$ cat src/rtl/mips_pkg.sv
// Shared definitions for the instruction-memory loader, the instruction
// memory and the testbench.
//   MEM_BYTES_DEF : default size in bytes of the byte-addressed instruction memory
//   ld_state_e    : loader FSM state encoding
//   be_byte       : selects byte idx of a word, MSB first (big-endian order)
package mips_pkg;

  localparam int MEM_BYTES_DEF = 64;

  typedef enum logic [2:0] {
    LD_IDLE   = 3'd0,
    LD_ACCEPT = 3'd1,
    LD_WRITE  = 3'd2,
    LD_DONE   = 3'd3,
    LD_ERROR  = 3'd4
  } ld_state_e;

  // Index 0 is the most significant byte so memory order matches the
  // big-endian instruction fetch.
  function automatic logic [7:0] be_byte(input logic [31:0] w, input logic [1:0] idx);
    logic [7:0] b;
    case (idx)
      2'd0:    b = w[31:24];
      2'd1:    b = w[23:16];
      2'd2:    b = w[15:8];
      default: b = w[7:0];
    endcase
    return b;
  endfunction

endpackage

$ cat src/rtl/imem_byte_serializer.sv
// Holds one accepted instruction word and presents it one byte per cycle,
// most significant byte first.
// Ports:
//   clk, rst  : clock, synchronous active-high reset (byte index only)
//   load_i    : capture word_i/last_i and restart at byte index 0
//   word_i    : instruction word to serialise
//   last_i    : final-word flag travelling with the word
//   step_i    : advance to the next byte (wraps 3 -> 0)
//   idx_o     : current byte index
//   byte_o    : byte selected by idx_o
//   final_o   : current byte is the last of the word (index 3)
//   last_o    : latched final-word flag
module imem_byte_serializer
  import mips_pkg::*;
(
  input  logic        clk,
  input  logic        rst,
  input  logic        load_i,
  input  logic [31:0] word_i,
  input  logic        last_i,
  input  logic        step_i,
  output logic [1:0]  idx_o,
  output logic [7:0]  byte_o,
  output logic        final_o,
  output logic        last_o
);

  logic [31:0] word_q;
  logic        last_q;
  logic [1:0]  idx_q;
  logic [1:0]  idx_d;

  always_comb begin
    idx_d = idx_q;
    if (load_i) begin
      idx_d = 2'd0;
    end else if (step_i) begin
      idx_d = idx_q + 2'd1;
    end
  end

  always_ff @(posedge clk) begin
    if (rst) begin
      idx_q <= 2'd0;
    end else begin
      idx_q <= idx_d;
    end
  end

  // The word is sampled only on load, so later activity on the producer's
  // data bus cannot disturb the bytes being written.
  always_ff @(posedge clk) begin
    if (load_i) begin
      word_q <= word_i;
      last_q <= last_i;
    end
  end

  assign idx_o   = idx_q;
  assign byte_o  = be_byte(word_q, idx_q);
  assign final_o = (idx_q == 2'd3);
  assign last_o  = last_q;

endmodule

$ cat src/rtl/imem_loader.sv
// Streams 32-bit instruction words from a valid/ready producer into a
// byte-addressed instruction memory, one byte per cycle, MSB first, while
// holding the CPU frozen until the whole program is written.
// Ports:
//   clk, rst            : clock, synchronous active-high reset
//   start               : begin a load session at byte address 0
//   word_valid/word_data/word_last/word_ready : producer handshake
//   mem_we/mem_addr/mem_wd : byte write port to instruction memory
//   cpu_hold            : freezes PC and register-file writes while high
//   done                : program fully written
//   err                 : overflow flag, held until the next start
//   words_loaded        : words written in the current session
module imem_loader
  import mips_pkg::*;
#(
  parameter int MEM_BYTES = MEM_BYTES_DEF
) (
  input  logic                          clk,
  input  logic                          rst,
  input  logic                          start,
  input  logic                          word_valid,
  input  logic [31:0]                   word_data,
  input  logic                          word_last,
  output logic                          word_ready,
  output logic                          mem_we,
  output logic [31:0]                   mem_addr,
  output logic [7:0]                    mem_wd,
  output logic                          cpu_hold,
  output logic                          done,
  output logic                          err,
  output logic [$clog2(MEM_BYTES/4):0]  words_loaded
);

  localparam int CNT_W = $clog2(MEM_BYTES/4) + 1;

  ld_state_e   state_q, state_d;
  logic [31:0] base_q, base_d;
  logic [CNT_W-1:0] cnt_q, cnt_d;

  logic        ser_load;
  logic        ser_step;
  logic [1:0]  ser_idx;
  logic [7:0]  ser_byte;
  logic        ser_final;
  logic        ser_last;
  logic        overflow;

  imem_byte_serializer u_ser (
    .clk     (clk),
    .rst     (rst),
    .load_i  (ser_load),
    .word_i  (word_data),
    .last_i  (word_last),
    .step_i  (ser_step),
    .idx_o   (ser_idx),
    .byte_o  (ser_byte),
    .final_o (ser_final),
    .last_o  (ser_last)
  );

  // A word that would not fit entirely below MEM_BYTES is consumed but
  // never written.
  assign overflow = (base_q + 32'd4) > 32'(MEM_BYTES);

  always_comb begin
    state_d    = state_q;
    base_d     = base_q;
    cnt_d      = cnt_q;
    ser_load   = 1'b0;
    ser_step   = 1'b0;
    word_ready = 1'b0;
    mem_we     = 1'b0;
    mem_addr   = 32'd0;
    mem_wd     = 8'd0;
    cpu_hold   = 1'b1;
    done       = 1'b0;
    err        = 1'b0;

    case (state_q)
      LD_IDLE: begin
        if (start) begin
          state_d = LD_ACCEPT;
          base_d  = 32'd0;
          cnt_d   = '0;
        end
      end

      LD_ACCEPT: begin
        word_ready = 1'b1;
        if (word_valid) begin
          ser_load = 1'b1;
          state_d  = overflow ? LD_ERROR : LD_WRITE;
        end
      end

      LD_WRITE: begin
        mem_we   = 1'b1;
        mem_addr = base_q + {30'd0, ser_idx};
        mem_wd   = ser_byte;
        ser_step = 1'b1;
        if (ser_final) begin
          base_d  = base_q + 32'd4;
          cnt_d   = cnt_q + CNT_W'(1);
          state_d = ser_last ? LD_DONE : LD_ACCEPT;
        end
      end

      LD_DONE: begin
        cpu_hold = 1'b0;
        done     = 1'b1;
        if (start) begin
          state_d = LD_ACCEPT;
          base_d  = 32'd0;
          cnt_d   = '0;
        end
      end

      LD_ERROR: begin
        err = 1'b1;
        if (start) begin
          state_d = LD_ACCEPT;
          base_d  = 32'd0;
          cnt_d   = '0;
        end
      end

      default: begin
        state_d = LD_IDLE;
      end
    endcase
  end

  always_ff @(posedge clk) begin
    if (rst) begin
      state_q <= LD_IDLE;
      base_q  <= 32'd0;
      cnt_q   <= '0;
    end else begin
      state_q <= state_d;
      base_q  <= base_d;
      cnt_q   <= cnt_d;
    end
  end

  assign words_loaded = cnt_q;

endmodule

$ cat config.mk
export PLATFORM = sky130hd
export DESIGN_NAME = imem_loader
export DESIGN_NICKNAME = d
export VERILOG_FILES = /design/src/rtl/mips_pkg.sv /design/src/rtl/imem_byte_serializer.sv /design/src/rtl/imem_loader.sv
export SDC_FILE = /design/constraint.sdc
export NUM_CORES = 1
export LEC_CHECK = 0
export CAP_MARGIN = 30
export CELL_PAD_IN_SITES_DETAIL_PLACEMENT = 1
export CELL_PAD_IN_SITES_GLOBAL_PLACEMENT = 2
export CORE_MARGIN = 2
export CORE_UTILIZATION = 33
export DETAILED_ROUTE_END_ITERATION = 12
export PLACE_DENSITY = 0.85
export REMOVE_ABC_BUFFERS = 1
export SETUP_SLACK_MARGIN = 0.2
export SLEW_MARGIN = 25
export SYNTH_ARGS = -nofsm -noshare
export SYNTH_HDL_FRONTEND = slang
export SYNTH_SLANG_ARGS = --single-unit
$ cat constraint.sdc
create_clock -name clk -period 4 [get_ports clk]
set_input_delay 0.8 -clock clk [delete_from_list [all_inputs] [get_ports clk]]
set_output_delay 0.8 -clock clk [all_outputs]
set_load 0.02 [all_outputs]
; Word-level counts from Yosys, hierarchy flattened
; Cells that the tools add are included.
[totals]
ff_bits = 75
latch_bits = 0
mem_bits_rw = 0
romBits = 0
inputBits = 37
out_inout_bits = 50
wordCells = 50
mem_count = 0
[op_classes]
n_addsub = 4
mul = 0
div_mod_pow = 0
order_cmp = 1
eq_ne = 10
shift = 0
mux = 22
n_bitwise = 0
n_reduce_logical = 7
[op_table]
columns = operator, count
row1 = 2-to-1 mux 32 bit, 3
row2 = one-hot mux 32 bit (2 select lines), 1
row3 = adder 32 x 2 -> 32 bit, 1
row4 = "adder 32 x 3 -> 32 bit, second input constant", 1
row5 = "greater-than comparator 32 x 7 -> 1 bit, second input constant", 1
row6 = one-hot mux 8 bit (3 select lines), 1
row7 = 2-to-1 mux 3 bit, 4
row8 = 2-to-1 mux 5 bit, 2
row9 = one-hot mux 5 bit (2 select lines), 1
row10 = one-hot mux 3 bit (3 select lines), 1
row11 = 2-to-1 mux 8 bit, 1
row12 = 2-to-1 mux 1 bit, 7
row13 = "equality test 3 x 2 -> 1 bit, second input constant", 2
row14 = AND reduction 3 bit, 2
row15 = "adder 5 x 1 -> 5 bit, second input constant", 1
row16 = "equality test 2 bit, second input constant", 2
row17 = "!= test 2 bit, second input constant", 2
row18 = "equality test 3 x 1 -> 1 bit, second input constant", 1
row19 = "equality test 3 bit, second input constant", 1
row20 = zero test 3 bit, 1
row21 = OR reduction 3 bit, 1
row22 = "adder 2 x 1 -> 2 bit, second input constant", 1
row23 = "equality test 2 x 1 -> 1 bit, second input constant", 1
row24 = zero test 2 bit, 1
row25 = other kinds (4), 4

; Logic depth before layout (Yosys ltp)
; Gate-level depths: netlist (run 1).
[depth]
depth_word = 5
depth_mapped = 10
mapped_depth_nobuf = 8

; By module
; A second synthesis (run 1) with hierarchy kept.
[unflattened]
cells_unflattened = 450
hier_area_um2 = 4162.7
[by_module_without_submodules]
columns = module, instances, cells_each, area_per_inst_um2
row1 = imem_loader, 1, 378, 2834.0
row2 = imem_byte_serializer, 1, 72, 1328.8

; Worst setup path before layout (run 1)
; Ideal clock, no wire load.
[synth_timing]
path_type = register to output
from = register state_q[1]
to = output mem_addr[22]
arrival_ns = 1.522
t_required_ns = 3.200
setup_slack_ns = 1.678
path_stages_with_launch = 6
cell_sequence = dfxtp_1 -> nor2b_1 -> nand2b_1 -> clkinv_1 -> clkbuf_1 -> and2_1
[synth_between]
elab_chain_len = 2
[synth_rtl]
columns = item, line
row1 = from (decl), imem_loader.sv:36  ; ld_state_e state_q, state_d;
row2 = from (signal assigned), imem_loader.sv:139  ; state_q <= state_d;
row3 = equality test 3 x 2 -> 1 bit, imem_loader.sv:79  ; case (state_q)
row4 = 2-to-1 mux 32 bit, imem_loader.sv:79
row5 = to (decl), imem_loader.sv:26  ; output logic [31:0] mem_addr,
; Every way passes these cells.

; Worst setup path after layout (run 1)
[layout_timing]
from = register state_q[1]
to = output mem_addr[5]
; The elaborated chain is that of the path after synthesis.

==> impl_metrics.json, run 1 <==
{
  "wl_met2_um": 5670,
  "worst_setup_path_start_kind": "flop",
  "finalSetupViolations": 0,
  "final_area_mm2": 0.00527,
  "cts_resized": 0,
  "antennaDiodeCount": 0,
  "synth_edf_count": 33,
  "die_x_um": 114,
  "grt_usage_pct": 19.4,
  "min_from": "words_loaded[4]$_SDFFE_PP0P_",
  "critPathTopFamily": "buffers and inverters",
  "critPathSlowestCell": "clkdlybuf4s50_1",
  "vias_per_cell": 5.51,
  "multi_input_area_mm2": 0.00205,
  "critPathArrivalTime_ns": 2.53,
  "ys_seq_area_share_pct": 44.7,
  "cp.depth": 6,
  "htreeDepth": 3,
  "route.detailed.drc": 0,
  "reg2reg_depth": 7,
  "relSlewSlack_pct": 46.0,
  "area_delta_synth_final_pct": 31.3,
  "regToRegStartpoint": "base_q[17]$_SDFFE_PP0P_",
  "die_h_um": 114,
  "cts-root-buf": "clkbuf_16",
  "cts.clk_slew.worst_paths_ns": 0.06,
  "critical_path_buf_inv_count": 3,
  "cap_violations": 0,
  "rows": 40,
  "crit_start": "state_q[1]$_SDFFE_PP0P_",
  "postRouteAntennaNets": 0,
  "slew_violations": 0,
  "final_common_cell": "clkdlybuf4s50_1",
  "synth_cell_types": 54,
  "finalSetupTns_ns": 0,
  "reg2reg_to": "state_q[2]$_SDFFE_PP0P_",
  "crit_fanout": 21,
  "drive_above_1_share_pct": 6.88,
  "regArea_mm2": 0.00179,
  "highest_layer": "met4",
  "hold_viol": 0,
  "nets": 561,
  "met3RoutedLength_um": 678,
  "placed_area_mm2": 0.00496,
  "rsz0062_at_grt": "no",
  "cts_made_buffers": 9,
  "drt_iter0_drc": 191,
  "wl_per_cell_um": 18.3,
  "final_util_pct": 44.0,
  "finalPower_w": 0.00177,
  "port_buffers": 86,
  "hp-class": "flop to flop",
  "p_leak_nw": 1.85,
  "place.gp.congestion": 0.783,
  "final_cell_mix": "clkdlybuf4s50_1, nor2_1, dfxtp_1, a21oi_1, and2_1",
  "routed_wl_um": 12200,
  "clk-insertion-delay-late_ns": 0.35,
  "critPathRequiredTime_ns": 3.20,
  "post-route-min-period_ns": 3.33,
  "synth_ff_type": "dfxtp_1",
  "io_pins": 87,
  "max_stage_delay_ns": 0.60,
  "ff2ff_setup_slack_ns": 1.26,
  "first_global_vias": 3703,
  "initial_core_util_pct": 33.5,
  "dp_cells": 653,
  "hpwl_um": 8210,
  "fin_crit_sh_pct": 83.2,
  "crit_type": "flop to primary output",
  "crit_path_end_kind": "primary output",
  "syn_inst": 448,
  "crit_path_end": "mem_addr[5]",
  "antenna_found_initial": 0,
  "worst_pin_slew_ns": 0.811,
  "yosys.area.top_type": "edfxtp_1",
  "cts.hold.buffers_added": 0,
  "synthArstFlopShare_pct": 0,
  "cts_tree": "yes",
  "dr.pass1.iters": 5,
  "wl_met1_um": 5690,
  "synth_area_mm2": 0.00401,
  "clockBufferDepth": 2,
  "synth_top_area_share_pct": 24.7,
  "peakVddDrop_v": 0.000201,
  "cts.sinks": 73,
  "synth-seq-cells": 73,
  "status": "finished, final reports clean",
  "stdcell_count": 670,
  "num-fill-cells": 1402,
  "gr-total-overflow": 0,
  "yosysWarnings": 0,
  "via_count": 3693,
  "max_freq_mhz": 300,
  "die_area_mm2": 0.0131,
  "cts_setup_buffers": 0,
  "synth_area_leaders": "edfxtp_1, dfxtp_1, nor2_1",
  "finClkSkew_ns": 0.0109,
  "syn_avg_cell_area_um2": 8.95,
  "grt_pass1_wl_um": 19800,
  "coreArea_mm2": 0.0120,
  "critical_path.cell_chain": "nor2b_1 > nand2b_1 > clkinv_1 > buf_8 > and2_1 > clkdlybuf4s50_1",
  "grt_start_max_net_pins": 39,
  "powerDensity_mw_per_mm2": 335
}
==> worst min-delay path, stage by stage (launching register included) <==
cell     delay (ns)
dfxtp_1        0.35
xor2_1         0.07
nor2_1         0.07
==> cell families (layout without fill, tap and decap cells) <==
family | count (synthesis) | in the layout | synth area share, %
xor gates and xnor gates | 14 | 14 | 3.06
AOI/OAI and AO/OA | 102 | 102 | 16.4
muxes | 2 | 2 | 0.499
buffers and inverters | 39 | 114 | 4.15
DFF | 73 | 73 | 44.7
adders and majority gates | 6 | 6 | 1.87
and+or+nand+nor | 212 | 212 | 29.4
==> synthesized netlist by cell type (7+ instances only) <==
library cell / instances
buf_2: 7
edfxtp_1: 33
nor3_1: 14
o21ai_0: 19
nand3_1: 7
nand4_1: 10
nor2_1: 70
clkbuf_1: 22
dfxtp_1: 40
a311oi_1: 11
and2_1: 34
a22oi_1: 7
xnor2_1: 8
nand2_1: 26
a222oi_1: 8
a21oi_1: 37
a31oi_1: 8
and3_1: 10
==> registers in the layout (all words and copies together) (netlist names) <==
register / cells
u_ser.word_q: 32
u_ser.idx_o: 2
u_ser.last_o: 1
words_loaded: 5
state_q: 3
base_q: 30
==> cell type report <==
class,count,area share [%]
clock buffers,10,4.35
clock inverters,6,1.28
inverters,4,0.285
multi-input cells,336,39.0
flip-flops and latches,73,34.0
well taps,147,3.49
repair buffers,94,17.6
==> stage by stage <==
stage	hold WS [ns]	setup slack, ns
4_1_cts	0.531	0.290
3_5_place_dp	0.519	0.713
2_1_floorplan	0.471	1.40
5_1_grt	0.559	0.467
6_report	0.529	0.671
3_3_place_gp	0.502	0.776
==> layer usage <==
metal | global-route usage, % | vias to the layer above
li1 | - | 1781
met1 | 26.1 | 1819
met2 | 31.1 | 82
met3 | 4.45 | 11
met4 | 6.02 | 0
met5 | 0 | -
==> how the worst min path moves through the flow <==
stage                                        end  depth (start not counted)  slack [ns]
floorplan                base_q[25]$_SDFFE_PP0P_                          1        0.47
global placement    words_loaded[4]$_SDFFE_PP0P_                          2        0.50
detailed placement  words_loaded[4]$_SDFFE_PP0P_                          2        0.52
CTS                 words_loaded[4]$_SDFFE_PP0P_                          2        0.53
global route             base_q[25]$_SDFFE_PP0P_                          1        0.56
finish              words_loaded[4]$_SDFFE_PP0P_                          2        0.53
==> power by group <==
| part | internal (W) | total [W] | switching (W) |
|---|---|---|---|
| combinational | 0.0000603 | 0.000128 | 0.0000675 |
| clock | 0.000486 | 0.000829 | 0.000343 |
| sequential | 0.000801 | 0.000811 | 0.00000938 |
Note: power is estimated with default switching activity, not from simulation.
==> run 2: changes to the inputs <==
Settings changed: CORE_UTILIZATION 33 to 30, PLACE_DENSITY 0.85 to 0.78.
Clock period 4 ns to 3.23 ns, I/O delays scaled along.
==> run 2 against run 1 <==
  * First-iteration DRC count is 16% lower
  * Clock-buffer cell count shrank 1
  * Non-clock buffer count grew 4
  * Setup slack got worse by 0.36 ns
  * Worst hold slack worse by 0.011 ns
  * Largest power group unchanged
  * Routed wire length up 2.3%
  * Via count up 1.0%
  * Sequential cell count unchanged
  * Register-to-register slack worse by 0.70 ns
  * Combinational power up 31%
  * Critical path depth rose by 1
==> impl_metrics.json, run 2 (synthesized netlist as in run 1, its figures left out) <==
{
  "status": "finished, final reports clean",
  "worst_setup_path_start_kind": "flop",
  "critPathRequiredTime_ns": 2.58,
  "dr.pass1.iters": 4,
  "critical_path_buf_inv_count": 2,
  "pre_cts_slack_ns": 0.469,
  "cts_made_buffers": 9,
  "relSlewSlack_pct": 55.8,
  "drt_iter0_drc": 161,
  "num-fill-cells": 1531,
  "rsz0062_at_grt": "yes",
  "cts.clk_slew.worst_paths_ns": 0.06,
  "stdcell_count": 703,
  "hold_viol": 0,
  "critical_path.cell_chain": "inv_1 > ha_2 > a222oi_1 > nor2_1 > a21oi_1 > nor2_1 > clkdlybuf4s50_1",
  "die_area_mm2": 0.0143,
  "gr-total-overflow": 0,
  "first_global_vias": 3853,
  "coreArea_mm2": 0.0131,
  "worst_slack_ns": 0.307,
  "drive_above_1_share_pct": 9.11,
  "port_buffers": 86,
  "final_util_pct": 41.0,
  "io_pins": 87,
  "nets": 565,
  "post-route-min-period_ns": 2.92,
  "antennaDiodeCount": 0,
  "cts.sinks": 73,
  "routed_wl_um": 12500,
  "critPathSlowestCell": "clkdlybuf4s50_1",
  "slew_violations": 0,
  "finalSetupTns_ns": 0,
  "crit_fanout": 8,
  "critPathTopFamily": "buffers and inverters",
  "powerDensity_mw_per_mm2": 408,
  "worst_pin_slew_ns": 0.664,
  "die_h_um": 120,
  "fin_crit_sh_pct": 90.5,
  "grt_usage_pct": 18.0,
  "critPathArrivalTime_ns": 2.28,
  "vias_per_cell": 5.31,
  "via_count": 3731,
  "crit_type": "flop to primary output",
  "wl_per_cell_um": 17.8,
  "finClkSkew_ns": 0.00914,
  "cts_setup_buffers": 0,
  "route.detailed.drc": 0,
  "grt_pass1_wl_um": 20600,
  "htreeDepth": 3,
  "top_register": "u_ser.word_q",
  "cts_tree": "yes",
  "rows": 42,
  "dp_cells": 687,
  "grt_start_max_net_pins": 39,
  "initial_core_util_pct": 30.5,
  "finalSetupViolations": 0,
  "peakVddDrop_v": 0.000186,
  "final_cell_mix": "clkdlybuf4s50_1, nor2_1, dfxtp_1, a21oi_1, and2_1",
  "area_delta_synth_final_pct": 34.3,
  "cts-root-buf": "clkbuf_16",
  "hp-class": "flop to flop",
  "postRouteAntennaNets": 0,
  "place.gp.congestion": 0.782,
  "crit_path_end_kind": "primary output",
  "max_stage_delay_ns": 0.54,
  "max_freq_mhz": 342,
  "clk-insertion-delay-late_ns": 0.34,
  "antenna_found_initial": 0,
  "cap_violations": 0,
  "cp_common_cell": "nor2_1",
  "clockBufferDepth": 2,
  "largest_register_ffs": 32,
  "final_common_cell": "clkdlybuf4s50_1",
  "hpwl_um": 8590,
  "p_leak_nw": 1.97,
  "die_x_um": 120
}
[run 2: what timing repair did]
action	in CTS	in global routing
hold endpoints to repair	0	0
hold buffers	0	0
setup endpoints to repair	25	28
resized for setup	5	7
[run 2: layout make-up]
class                      count  area [um2]  share of cell area, %
inverter                       4        16.3                  0.302
timing repair buffer          98         988                   18.4
clock buffer                   9         225                   4.18
clock inverter                 7        77.6                   1.44
multi-input combinational    336        2070                   38.4
sequential                    73        1790                   33.3
tap                          176         220                   4.09
[run 2: power by group]
part,switching [W],internal [W]
clock network,0.000424,0.000605
registers,0.00000796,0.000993
logic,0.0000885,0.0000797
total,0.000521,0.00168
[run 2: path summary, 6_finish.rpt]
| kind | depth (start not counted) | slack [ns] | start | endpoint |
|---|---|---|---|---|
| setup / recovery | 7 | 0.31 | u_ser.idx_o[0]$_SDFFE_PP0P_ | mem_wd[5] |
| hold / removal | 2 | 0.52 | words_loaded[4]$_SDFFE_PP0P_ | words_loaded[4]$_SDFFE_PP0P_ |
| hold reg to reg | 2 | 0.52 | words_loaded[4]$_SDFFE_PP0P_ | words_loaded[4]$_SDFFE_PP0P_ |
| setup reg to reg | 8 | 0.56 | base_q[2]$_SDFFE_PP0P_ | state_q[2]$_SDFFE_PP0P_ |
[run 2: per-layer routing]
metal  up-vias  GRT usage [%]  part of all wire, %
met5         -              0                    0
met4         0           5.74                  1.5
met3        15           3.04                  4.3
met2        88           28.8                   46
met1      1836           24.7                   48
li1       1792              -                    -
[run 2: through the flow]
step           instance area [um2]  hold WS [ns]  power [W]
2_1_floorplan                 3860         0.471    0.00108
3_3_place_gp                  5060         0.498    0.00118
3_5_place_dp                  5060         0.518    0.00119
4_1_cts                       5370         0.528    0.00222
5_1_grt                       5390         0.556    0.00227
6_report                      5390         0.518    0.00220
[run 2: worst register-to-register path, delay by kind of cell (launching register included)]
kind / cells / cell delay (ns)
AO/OA/AOI/OAI: 2 / 0.40
AND/OR/NAND/NOR: 5 / 1.35
flip-flops: 1 / 0.49
adder cells (fa/ha/maj): 1 / 0.31
